===== config.mk =====
export PLATFORM = sky130hd
export DESIGN_NAME = zeroheti_bus_demux
export DESIGN_NICKNAME = d
export VERILOG_FILES = /design/src/rtl/zeroheti_pkg.sv /design/src/rtl/zeroheti_bus_demux.sv
export SDC_FILE = /design/constraint.sdc
export NUM_CORES = 1
export LEC_CHECK = 0
export BUFFER_PORTS_ARGS = -buffer_cell sky130_fd_sc_hd__buf_2
export CORE_AREA = 8 8 133 135
export DETAILED_ROUTE_END_ITERATION = 10
export DIE_AREA = 0 0 141 143
export GPL_ROUTABILITY_DRIVEN = 0
export PLACE_DENSITY = 0.59
export SYNTH_ARGS = -nofsm -noshare
export SYNTH_HDL_FRONTEND = slang
export SYNTH_SLANG_ARGS = --single-unit

===== constraint.sdc =====
create_clock -name clk_i -period 5.4 [get_ports clk_i]
set_clock_uncertainty 0.2 [all_clocks]
set_input_delay 0 -clock clk_i [delete_from_list [all_inputs] [get_ports clk_i]]
set_output_delay 0 -clock clk_i [all_outputs]
set_load 0.01 [all_outputs]

===== src/rtl/zeroheti_pkg.sv =====
// System address map shared by the ZeroHeTi interconnect.
// Rule order is the target index: dbg, imem, dmem, clic, ext.
package zeroheti_pkg;

  typedef struct packed {
    logic [31:0] base;
    logic [31:0] last;
  } rule_t;

  localparam int unsigned NumRules = 5;

  typedef rule_t [NumRules-1:0] addr_map_t;

  // 0x0000_A000..0x0000_FFFF is intentionally left unmapped.
  localparam addr_map_t AddrMap = {
    rule_t'{base: 32'h0001_0000, last: 32'hFFFF_FFFF},  // ext
    rule_t'{base: 32'h0000_9000, last: 32'h0000_A000},  // clic
    rule_t'{base: 32'h0000_5000, last: 32'h0000_9000},  // dmem
    rule_t'{base: 32'h0000_1000, last: 32'h0000_5000},  // imem
    rule_t'{base: 32'h0000_0000, last: 32'h0000_1000}   // dbg
  };

endpackage


===== src/rtl/zeroheti_bus_demux.sv =====
// One-initiator to five-target bus demultiplexer with an internal error responder.
// Outstanding requests are restricted to a single target so responses stay in order.
module zeroheti_bus_demux #(
  parameter zeroheti_pkg::addr_map_t AddrMap        = zeroheti_pkg::AddrMap,
  parameter int unsigned             MaxOutstanding = 2
) (
  input  logic             clk_i,
  input  logic             rst_i,
  input  logic             req_i,
  output logic             gnt_o,
  input  logic [31:0]      addr_i,
  input  logic             we_i,
  input  logic [3:0]       be_i,
  input  logic [31:0]      wdata_i,
  output logic             rvalid_o,
  output logic [31:0]      rdata_o,
  output logic             err_o,
  output logic [4:0]       tgt_req_o,
  input  logic [4:0]       tgt_gnt_i,
  output logic [31:0]      tgt_addr_o,
  output logic             tgt_we_o,
  output logic [3:0]       tgt_be_o,
  output logic [31:0]      tgt_wdata_o,
  input  logic [4:0]       tgt_rvalid_i,
  input  logic [4:0][31:0] tgt_rdata_i,
  input  logic [4:0]       tgt_err_i
);

  localparam int unsigned NumTgt = zeroheti_pkg::NumRules;
  localparam logic [2:0]  ExtTgt = 3'd4;
  localparam logic [2:0]  ErrTgt = 3'd5;
  localparam logic [2:0]  MaxCnt = 3'(MaxOutstanding);

  logic [2:0]  r_cnt;
  logic [2:0]  r_cur_tgt;
  logic [2:0]  w_cnt_next;
  logic [2:0]  w_cur_next;
  logic [4:0]  w_hit;
  logic [2:0]  w_dec;
  logic        w_mapped;
  logic        w_rsp;
  logic [31:0] w_rsp_data;
  logic        w_rsp_err;
  logic        w_adm;
  logic        w_gnt;
  logic [4:0]  w_tgt_req;

  assign tgt_addr_o  = addr_i;
  assign tgt_we_o    = we_i;
  assign tgt_be_o    = be_i;
  assign tgt_wdata_o = wdata_i;

  // Rule ends are exclusive, so the ext rule needs an explicit hit on the top address.
  always_comb begin
    w_hit = '0;
    for (int k = 0; k < NumTgt; k++) begin
      w_hit[k] = (addr_i >= AddrMap[k].base) && (addr_i < AddrMap[k].last);
    end
    w_hit[ExtTgt] = w_hit[ExtTgt] | (addr_i == 32'hFFFF_FFFF);
  end

  // Lowest-numbered matching rule wins.
  always_comb begin
    w_dec = ErrTgt;
    for (int k = NumTgt - 1; k >= 0; k--) begin
      if (w_hit[k]) begin
        w_dec = 3'(k);
      end
    end
  end

  assign w_mapped = (w_dec != ErrTgt);

  // The error responder answers one queued unmapped request every cycle.
  always_comb begin
    w_rsp      = 1'b0;
    w_rsp_data = '0;
    w_rsp_err  = 1'b0;
    if (r_cnt != 3'd0) begin
      if (r_cur_tgt == ErrTgt) begin
        w_rsp     = 1'b1;
        w_rsp_err = 1'b1;
      end else if (r_cur_tgt < ErrTgt) begin
        w_rsp = tgt_rvalid_i[r_cur_tgt];
        if (w_rsp) begin
          w_rsp_data = tgt_rdata_i[r_cur_tgt];
          w_rsp_err  = tgt_err_i[r_cur_tgt];
        end
      end
    end
  end

  assign rvalid_o = w_rsp;
  assign rdata_o  = w_rsp_data;
  assign err_o    = w_rsp_err;

  // A target switch may proceed in the cycle the last outstanding response drains.
  assign w_adm = req_i && !rst_i && (r_cnt < MaxCnt) &&
                 ((r_cnt == 3'd0) || ((r_cnt == 3'd1) && w_rsp) || (r_cur_tgt == w_dec));

  always_comb begin
    w_tgt_req = '0;
    w_gnt     = 1'b0;
    if (w_adm) begin
      if (w_mapped) begin
        w_tgt_req[w_dec] = 1'b1;
        w_gnt            = tgt_gnt_i[w_dec];
      end else begin
        w_gnt = 1'b1;
      end
    end
  end

  assign tgt_req_o = w_tgt_req;
  assign gnt_o     = w_gnt;

  always_comb begin
    w_cnt_next = r_cnt;
    w_cur_next = r_cur_tgt;
    if (w_gnt) begin
      w_cur_next = w_dec;
    end
    if (w_gnt && !w_rsp) begin
      w_cnt_next = r_cnt + 3'd1;
    end else if (!w_gnt && w_rsp) begin
      w_cnt_next = r_cnt - 3'd1;
    end
  end

  always_ff @(posedge clk_i or posedge rst_i) begin
    if (rst_i) begin
      r_cnt     <= '0;
      r_cur_tgt <= '0;
    end else begin
      r_cnt     <= w_cnt_next;
      r_cur_tgt <= w_cur_next;
    end
  end

endmodule


==> metrics.txt <==
TritonCTS Buffers=3; worst hold path cell count=2; most common cell after layout, fill and taps aside=buf_2; Initial DRC Count=approximately 110; CTS Buffer Depth=2; DRT Pass-1 Iters=4; DP Worst Slack=~2.3 ns; Antenna Cells=0; Via density=approximately 4.2; crit path DAT=3.08 ns; Die H=roughly 140 µm; # DRC=0; #FFs+latches synth=6; Post-synth top flop=dfrtp_1; slew of the pin with the lowest slew margin=around 1.0 ns; Cells after Synth=318; crit-path cells=nand2b_1 -> nor2_4 -> nand2_1 -> a21bo_2 -> nor2_1 -> buf_2; max frequency=305 MHz; largest net degree at the start of global routing=42; Post-DP Area=roughly 3600 µm²; routed vias=about 3200; GRT overflow=0; Nets=just under 800; max-slew violation count=0; status=completed; gr usage total=~13%; Leakage=approximately 2.0 nW; register area share after synthesis=5.70%; r2r setup slk=roughly 2.3 ns; Finished Layout Cells=about 760; post-route cell area=~4200 µm²; final setup margin=2.12 ns; EDFF count, synth=0; RSZ-0062 raised after global routing=no; share of the synthesized area in the top cell type=between 20% and 30%; WL/cell=between 15 and 20 µm; element type at the critical path start=flip-flop; H-Tree Depth=1; Clock Pin Slew Worst Setup and Hold Paths=approximately 0.03 ns; Netlist cell types=39; Max stage delay on crit path=0.89 ns; placed insts=roughly 700; syn nets=570; P&R area growth vs syn=58.7%; Setup TNS=0 ns; Final Power=just over 0.9 mW; Final ANT Viol Nets=0; Port Buffers=about 260; chip width=between 100 and 150 µm; post-synthesis instance area=2640 µm²; post-layout min period=approximately 3.3 ns; CTS tree=yes; final cycle utilization of the critical path=roughly three fifths; Max-Cap Viols=0; CP Launch Point=r_cur_tgt[2]$_DFFE_PP0P_; Starting Density=~17%; clk_lat worst skew=between 0.2 and 0.25 ns; CP Class=reg -> out; root cell of the clock tree=clkbuf_16; clock sinks=6; drt total wl=14.2 mm; # IOs=about 360; core footprint=roughly 16000 µm²; Slew headroom=approximately 33%; final setup fails=0; hpwl dp=~11 mm; HP Start=addr_i[17]; syn_area_per_cell=approximately 8.3 µm²; power density over the cells=224 nW/µm²; worst r2r src=r_cur_tgt[1]$_DFFE_PP0P_; crit-path max FO=between 40 and 50; Worst Hold Path EP=tgt_addr_o[17]; Critical R2R Capture=r_cnt[2]$_DFFE_PP0P_; global-route wire length before repair=19.9 mm; Post-CTS Setup Repair Bufs=0; Syn. warnings=0; most frequent cells in the layout=buf_2, dlygate4sd3_1, nor2_1, a21oi_1, nor2b_1; Die Area=roughly 20000 µm²; Fin. Hold Viols=0; initial antenna violation count=4; critical path's slowest cell=dfrtp_2; vias in the first global route=3341; Reg2Reg Depth=10; largest area contributor in the netlist=mux4_2; crit path capture type=output pin; Worst VDD drop=0.216 mV; Cell Rows=between 40 and 50; layout cell share with drive strength beyond 1=a little under three fifths; HP Class=in -> out; FFs w/ async S/R, synth=100%; worst endpoint required time=about 5.2 ns; top cells by area, synth=mux4_2, buf_4, nor2b_1
## layer usage
layer  global-route usage, %  vias to the layer above  wire, µm
met1                    14.4                     1497      5560
li1                        -                     1502         -
met4                    1.02                        6        68
met5                       0                        -        40
met2                    23.1                      179      7430
met3                    3.87                       12      1130
## area by class of cell
type / count / area (µm²)
Clock buffer: 4 / 78.8
Tap cell: 216 / 270
Multi-Input combinational cell: 218 / 1860
Inverter: 6 / 22.5
Sequential cell: 6 / 154
Timing Repair Buffer: 308 / 1790
Fill cell: 1710 / 11400
## how the worst max path moves through the flow
stage,end,cells after the start
2_1_floorplan,r_cnt[2]$_DFFE_PP0P_,10
3_3_place_gp,rdata_o[0],6
3_5_place_dp,rdata_o[0],6
4_1_cts,rdata_o[0],6
5_1_grt,rdata_o[0],6
6_report,rdata_o[0],6
## Yosys cell counts, drive strengths merged (6+ instances only)
cell type,number
inv,6
nor4,7
dfrtp,6
buf,78
nor2b,35
nor2,46
nand2,13
mux4,33
clkbuf,10
a21oi,37
o21ai,6
## kinds of logic (layout without fill, tap and decap cells)
kind of cell,Yosys count,after routing,share of synthesized area (%)
simple gates,117,117,23.6
buf+inv,94,318,23.9
compound gates,51,51,11.4
mux,41,41,31.6
flops,6,6,5.70
fa+ha+maj,5,5,2.37
xor+xnor,4,4,1.33
## report_power, final
group / switching, mW / internal, mW / total (mW)
combinational: 0.388 / 0.302 / 0.689
sequential: 0.0627 / 0.0614 / 0.124
clock: 0.0238 / 0.0978 / 0.122
## critical path, delay by kind of cell (launching register included)
family,cells,cell delay (ns)
compound gates,1,0.49
simple gates,4,1.29
buf+inv,1,0.16
flops,1,0.89
## flip-flops by register name (all words and copies together) (netlist names)
signal     count
r_cur_tgt      3
r_cnt          3
## metrics by stage
stage | util (%) | hold WS (ns)
2_1_floorplan | - | -0.409
3_3_place_gp | 23.1 | -0.262
3_5_place_dp | 23.1 | -0.263
4_1_cts | 26.8 | 0.00335
5_1_grt | 26.8 | 0.00845
6_report | 26.8 | 0.000474
## what timing repair did
item / 4_1_cts / 5_1_grt
endpoints found under the hold margin: 55 / 0
hold buffers: 50 / 0
gates resized for setup: 0 / 0
(Power assumes the default switching activity.)
